--- config.mk ---
export PLATFORM = sky130hd
export DESIGN_NAME = matrix_loader
export DESIGN_NICKNAME = d
export VERILOG_FILES = /design/src/rtl/matrix_loader.sv
export SDC_FILE = /design/constraint.sdc
export NUM_CORES = 1
export LEC_CHECK = 0
export BUFFER_PORTS_ARGS = -buffer_cell sky130_fd_sc_hd__buf_2
export CORE_MARGIN = 2
export CORE_UTILIZATION = 50
export CTS_BUF_LIST = sky130_fd_sc_hd__clkbuf_4
export DETAILED_ROUTE_END_ITERATION = 7
export GPL_ROUTABILITY_DRIVEN = 0
export PLACE_DENSITY = 0.8
export SLEW_MARGIN = 20
export SYNTH_ARGS = -nofsm -noshare
export SYNTH_HDL_FRONTEND = slang
export SYNTH_SLANG_ARGS = --single-unit
--- constraint.sdc ---
create_clock -name clk -period 2.55 [get_ports clk]
set_input_delay 0.51 -clock clk [delete_from_list [all_inputs] [get_ports clk]]
set_output_delay 0.51 -clock clk [all_outputs]
set_load 0.05 [all_outputs]
--- src/rtl/matrix_loader.sv ---
// ============================================================================
// Module      : matrix_loader
// Description : Streams hash-matrix rows into a shadow copy and commits the
//               whole set to the active matrices in one cycle.
// Revision    : 1.0
// ============================================================================
`default_nettype none

module matrix_loader #(
    parameter int NUMBER_OF_TABLES = 4,
    parameter int HASH_ADR_WIDTH   = 5,
    parameter int KEY_WIDTH        = 6
) (
    input  logic                                               clk,
    input  logic                                               reset,
    input  logic                                               start_i,
    input  logic                                               abort_i,
    input  logic [KEY_WIDTH-1:0]                               row_i,
    input  logic                                               row_valid_i,
    output logic                                               row_ready_o,
    output logic                                               busy_o,
    output logic                                               done_o,
    output logic [NUMBER_OF_TABLES*HASH_ADR_WIDTH*KEY_WIDTH-1:0] matrixes_o
);

    localparam int c_N  = NUMBER_OF_TABLES * HASH_ADR_WIDTH;
    localparam int c_W  = c_N * KEY_WIDTH;
    localparam int c_CW = (c_N > 1) ? $clog2(c_N) : 1;
    localparam logic [c_CW-1:0] c_LAST = c_CW'(c_N - 1);

    // Generator default: row r carries a single bit at position r, if it fits.
    function automatic logic [c_W-1:0] default_matrix();
        logic [c_W-1:0] m;
        m = '0;
        for (int t = 0; t < NUMBER_OF_TABLES; t++) begin
            for (int r = 0; r < HASH_ADR_WIDTH; r++) begin
                if (r < KEY_WIDTH) begin
                    m[(t * HASH_ADR_WIDTH + r) * KEY_WIDTH + r] = 1'b1;
                end
            end
        end
        return m;
    endfunction

    localparam logic [c_W-1:0] c_DEFAULT = default_matrix();

    typedef enum logic [1:0] {
        S_IDLE   = 2'd0,
        S_LOAD   = 2'd1,
        S_COMMIT = 2'd2
    } state_t;

    state_t                r_state;
    state_t                w_next_state;
    logic [c_CW-1:0]       r_count;
    logic [KEY_WIDTH-1:0]  r_shadow [c_N];
    logic [c_W-1:0]        r_active;
    logic                  r_done;
    logic                  w_hs;
    logic                  w_last;
    logic                  w_ready;
    logic                  w_busy;

    // Abort takes priority, so an aborted cycle never counts as a handshake.
    assign w_hs   = (r_state == S_LOAD) && row_valid_i && !abort_i;
    assign w_last = w_hs && (r_count == c_LAST);

    always_ff @(posedge clk) begin
        if (reset) begin
            r_state <= S_IDLE;
        end else begin
            r_state <= w_next_state;
        end
    end

    always_comb begin
        w_next_state = r_state;
        w_ready      = 1'b0;
        w_busy       = 1'b0;
        case (r_state)
            S_IDLE: begin
                if (start_i) begin
                    w_next_state = S_LOAD;
                end
            end
            S_LOAD: begin
                w_ready = 1'b1;
                w_busy  = 1'b1;
                if (abort_i) begin
                    w_next_state = S_IDLE;
                end else if (w_last) begin
                    w_next_state = S_COMMIT;
                end
            end
            S_COMMIT: begin
                w_busy       = 1'b1;
                w_next_state = S_IDLE;
            end
            default: begin
                w_next_state = S_IDLE;
            end
        endcase
    end

    always_ff @(posedge clk) begin
        if (reset) begin
            r_count <= '0;
        end else if ((r_state != S_LOAD) || abort_i || w_last) begin
            r_count <= '0;
        end else if (w_hs) begin
            r_count <= r_count + 1'b1;
        end
    end

    generate
        for (genvar gi = 0; gi < c_N; gi++) begin : g_slot
            localparam logic [c_CW-1:0] c_IDX = c_CW'(gi);
            always_ff @(posedge clk) begin
                if (reset) begin
                    r_shadow[gi] <= c_DEFAULT[gi*KEY_WIDTH +: KEY_WIDTH];
                end else if (w_hs && (r_count == c_IDX)) begin
                    r_shadow[gi] <= row_i;
                end
            end
        end
    endgenerate

    always_ff @(posedge clk) begin
        if (reset) begin
            r_active <= c_DEFAULT;
            r_done   <= 1'b0;
        end else begin
            r_done <= (r_state == S_COMMIT);
            if (r_state == S_COMMIT) begin
                for (int s = 0; s < c_N; s++) begin
                    r_active[s*KEY_WIDTH +: KEY_WIDTH] <= r_shadow[s];
                end
            end
        end
    end

    assign row_ready_o = w_ready;
    assign busy_o      = w_busy;
    assign done_o      = r_done;
    assign matrixes_o  = r_active;

endmodule

`default_nettype wire

# Word level (Yosys, flattened, before mapping)
# Memory sizes are Yosys's and may differ from the RTL's. A register that Yosys moved wholly into a read port is not among the register bits.
# Cells that the tools add are included.
[totals]
regBits = 8
ram_bits = 120
in_bits = 11
out_inout_bits = 123
n_memories = 1
[op_classes]
addsub = 1
n_eq_ne = 24
n_mux = 88
bitwise = 20
reduce_logical = 30
[memory_table]
columns = ["memory", "depth", "width", "rd", "rd_clocked_by_memory_dff", "write_ports", "line_no", "rtl"]
rows = [
  ["r_shadow", 20, 6, 20, 20, 20, "56", "logic [KEY_WIDTH-1:0] r_shadow [c_N];"],
]
[ops]
columns = ["op", "count"]
rows = [
  ["$mux W6", 20],
  ["$mux W1", 64],
  ["$eq A5 B4 Y1 const B", 8],
  ["$logic_and A1 B1 Y1", 22],
  ["$eq A5 B3 Y1 const B", 4],
  ["$eq A5 B5 Y1 const B", 4],
  ["$or A1 B1 Y1", 20],
  ["$eq A5 B2 Y1 const B", 2],
  ["$mux W2", 3],
  ["$add A5 B1 Y5 const B", 1],
  ["$eq A5 B1 Y1 const B", 1],
  ["$logic_not A5 Y1", 1],
  ["$pmux W2 S2", 1],
  ["$reduce_or A2 Y1", 2],
  ["$ne A3 B3 Y1 const B", 1],
  ["$eq A2 B1 Y1 const B", 1],
  ["$eq A2 B2 Y1 const B", 1],
  ["$logic_not A2 Y1", 1],
  ["$logic_or A1 B1 Y1", 2],
  ["$ne A2 B1 Y1 const B", 1],
  ["$ne A2 B2 Y1 const B", 1],
  ["$reduce_and A2 Y1", 1],
  ["$logic_not A1 Y1", 1],
]

# Depth between registers and ports, before layout
[logic_depth]
depth_word = 8
ltp_mapped = 7

# Least setup slack after synthesis
# No wires, ideal clock.
[synth_path]
path_kind = "register to register"
start = "register r_state[1]"
end = "memory r_shadow[4][0] (netlist: r_shadow[1][0]), enable pin"
arrival_ns = 2.019
slack_ns = 0.171
stages_incl_launch_ff = 8
n_path_buf = 2
synth_period_minus_slack_ns = 2.379
cell_sequence = "dfxtp_1 inv_1 ha_1 and3b_1 buf_2 nand3_1 buf_2 o21bai_1"
[synth_rtl]
columns = ["item", "line_no", "rtl"]
rows = [
  ["from (decl)", "53", "state_t r_state;"],
  ["from (signal assigned)", "72", "r_state <= w_next_state;"],
  ["to (decl)", "56", ""],
]

# Worst setup path in the final report
[layout_path]
start = "register r_state[1]"
end = "output busy_o"
[layout_via]
elab_chain_len = 3
[layout_lines]
columns = ["item", "line_no", "rtl"]
rows = [
  ["$eq A2 B1 Y1 or $eq A2 B2 Y1 (tied branches)", "80", "case (r_state)"],
  ["$reduce_or A2 Y1 (no source line) *", "--", ""],
  ["$mux W1 *", "80", ""],
  ["to (decl)", "21", "output logic busy_o,"],
]
# Mark *: on every way between the ends. The rest lies on a longest branch, timed or not.

==> flow_metrics.env <==
export IMPL_run_status="complete, no violations"
export IMPL_critical_path_top_delay_family="flip-flops"
export IMPL_fin_nets=956
export IMPL_grt_pass1_vias=6084
export IMPL_yosys_warnings=0
export IMPL_vdd_drop_max_mv=0.425
export IMPL_syn_nets=792
export IMPL_whs_ns=0.151
export IMPL_yosys_area_top_type_share=0.385
export IMPL_post_cts_buffers=0
export IMPL_fin_crit_sh=0.886
export IMPL_rsz0062_at_grt="no"
export IMPL_drc=0
export IMPL_tightest_slew_ns=0.711
export IMPL_synth_cell_type_count=37
export IMPL_p_leak_uw=0.00422
export IMPL_insertion_delay_ns=0.69
export IMPL_yosys_most_used_dff="dfxtp_1"
export IMPL_r2r_start="r_state[1]$_SDFFE_PP0P_"
export IMPL_slew_headroom=0.526
export IMPL_async_flop_share=0
export IMPL_nFillCells=1503
export IMPL_worstPathCellList="inv_1, ha_1, buf_2"
export IMPL_io_pins=134
export IMPL_hold_class="in -> reg"
export IMPL_hold_viol=0
export IMPL_slowest_delay_ns=0.39
export IMPL_worstSetupStartpoint="r_state[1]$_SDFFE_PP0P_"
export IMPL_slowest_stage="dfxtp_1"
export IMPL_clock_root_buffer="clkbuf_4"
export IMPL_synth_cells=772
export IMPL_cts_tree="built"
export IMPL_clk_pin_slew_worst_paths_ns=0.07
export IMPL_slew_violations=0
export IMPL_cts_htree_levels=2
export IMPL_grt_max_degree=66
export IMPL_setup_viol=0
export IMPL_maxCapViolCount=0
export IMPL_max_freq_mhz=443
export IMPL_syn_avg_cell_area_sq_um=12.1
export IMPL_track_usage=0.206
export IMPL_hold_buffers=0
export IMPL_io_buffers=133
export IMPL_wl_per_cell_um=16.9
export IMPL_antenna_found_initial=1
export IMPL_synth_area_sq_um=9350
export IMPL_initial_core_util=0.505
export IMPL_startpoint_type="flip-flop"
export IMPL_ys_seq_area_frac=0.660
export IMPL_core_area_sq_um=18500
export IMPL_min_period_ns=2.26
export IMPL_synth_area_leader_cell="edfxtp_1"
export IMPL_syn2layout_area_growth_pct=19.1
export IMPL_drt_total_wl_mm=20.6
export IMPL_crit_fanout=3
export IMPL_grt_pass1_wl_mm=31.9
export IMPL_cts_path_max_buffers=3
export IMPL_fin_worst_skew_ns=0.0246
export IMPL_worstSetupPathType="reg -> out"
export IMPL_arrival_ns=1.75
export IMPL_first_iter_violations=427
export IMPL_cp_required_ns=2.04
export IMPL_first_pass_iters=5
export IMPL_numCtsBuffers=60
export IMPL_drive_above_1_share=0.268
export IMPL_hold_start="row_valid_i"
export IMPL_placementRows=50
export IMPL_cp_end_kind="output port"
export IMPL_setup_tns_final_ns=0
export IMPL_power_density_nw_per_um2=712
export IMPL_num_vias=6323
export IMPL_clock_sinks=248
export IMPL_die_y_um=141
export IMPL_post_route_cell_area_sq_um=11100
export IMPL_synth_edff_count=120
export IMPL_vias_per_cell=5.17
export IMPL_path_buf_inv=2
export IMPL_post_cts_resized=0
export IMPL_dieArea_sq_um=19800
export IMPL_antenna_left=0
export IMPL_ys_seq_elements=248
export IMPL_postPlaceCellArea_sq_um=10300
export IMPL_die_w_um=141
export IMPL_synthTopCellsByArea="edfxtp_1 (39%), dfxtp_1 (27%), mux2i_1 (11%)"
export IMPL_overflow=0
export IMPL_hpwl_mm=13.7
registers in the layout, summed over array words and instances, names as in the netlist:
name,count
done_o,1
r_count,5
r_shadow,120
r_state,2
matrixes_o,120
layout by cell type, fill, tap and decap left out, types with 4 or more instances in the layout:
master / count
buf_4: 16
buf_2: 132
a211o_1: 20
inv_1: 6
clkbuf_4: 101
o21bai_1: 11
nand2_1: 25
nor2_1: 185
or3_1: 15
mux2i_1: 100
a21o_1: 9
nand3b_1: 4
edfxtp_1: 120
and2_1: 22
nor3_1: 4
nand2b_1: 7
and3_1: 8
dfxtp_1: 128
clkinv_1: 8
nor2b_1: 25
ha_1: 8
buf_12: 4
metrics by stage:
stage                     setup WS, ns  power [uW]  instances   util
after detailed placement         0.241        4580       1108  0.556
after CTS                        0.238        8000       1221  0.601
after global placement           0.344        4580       1108  0.556
after floorplan                  0.171        4490        772      -
after global routing             0.180        8240       1222  0.601
final                            0.291        7930       1222  0.601
power breakdown:
| group | switching (uW) | internal, uW | total [uW] |
|---|---|---|---|
| Clock | 1550 | 1880 | 3430 |
| Combinational | 177 | 52.1 | 229 |
| Sequential | 34.7 | 4240 | 4270 |
| Total | 1760 | 6170 | 7930 |
routing by layer:
metal	part of all wire	global-route usage
met1	0.43	0.272
met2	0.47	0.327
met3	0.073	0.0506
met4	0.026	0.0868
met5	0	0
final timing paths:
path	endpoint	slack, ns	cells past startpoint
max reg2reg	r_shadow[1][8]$_SDFFCE_PN0P_	0.33	6
max	busy_o	0.29	3
min reg2reg	matrixes_o[111]$_SDFFE_PP1P_	0.45	1
min	r_count[0]$_SDFFE_PP0N_	0.15	3
cell families after synthesis:
group | after synthesis | synth area share
fa+ha+maj | 9 | 0.0120
compound gates | 47 | 0.0396
mux | 100 | 0.107
flops | 248 | 0.660
buf+inv | 56 | 0.0256
xor+xnor | 2 | 0.00187
simple gates | 310 | 0.154
cell usage after synthesis (2+ instances only):
master,instances
a21oi_1,3
nor2b_1,25
buf_1,12
ha_1,9
nand4_1,2
dfxtp_1,128
nand3_1,2
edfxtp_1,120
nand2b_1,7
a21o_1,9
nor3b_2,2
inv_1,6
mux2i_1,100
a211o_1,20
nand2_1,25
nand3b_1,4
o21bai_1,11
nor2_1,185
or2_2,2
buf_2,23
and2_1,22
nor3b_1,2
nor3_1,4
clkbuf_1,15
or3_1,15
and3_1,8
worst min-delay path: cells and delay by family:
family                    cells  cell delay [ns]
buffers and inverters         1             0.13
xor gates and xnor gates      1             0.08
and+or+nand+nor               1             0.07
layout make-up:
cell class | instances | area (sq um) | share of cell area
multi-input combinational | 468 | 2960 | 0.265
clock inverter | 12 | 76.3 | 0.00685
antenna | 1 | 2.50 | 0.000225
timing repair buffer | 152 | 861 | 0.0773
tap | 234 | 293 | 0.0263
sequential | 248 | 6170 | 0.554
inverter | 6 | 22.5 | 0.00202
clock buffer | 101 | 758 | 0.0681
No activity file was read; power rests on OpenSTA's default activity.
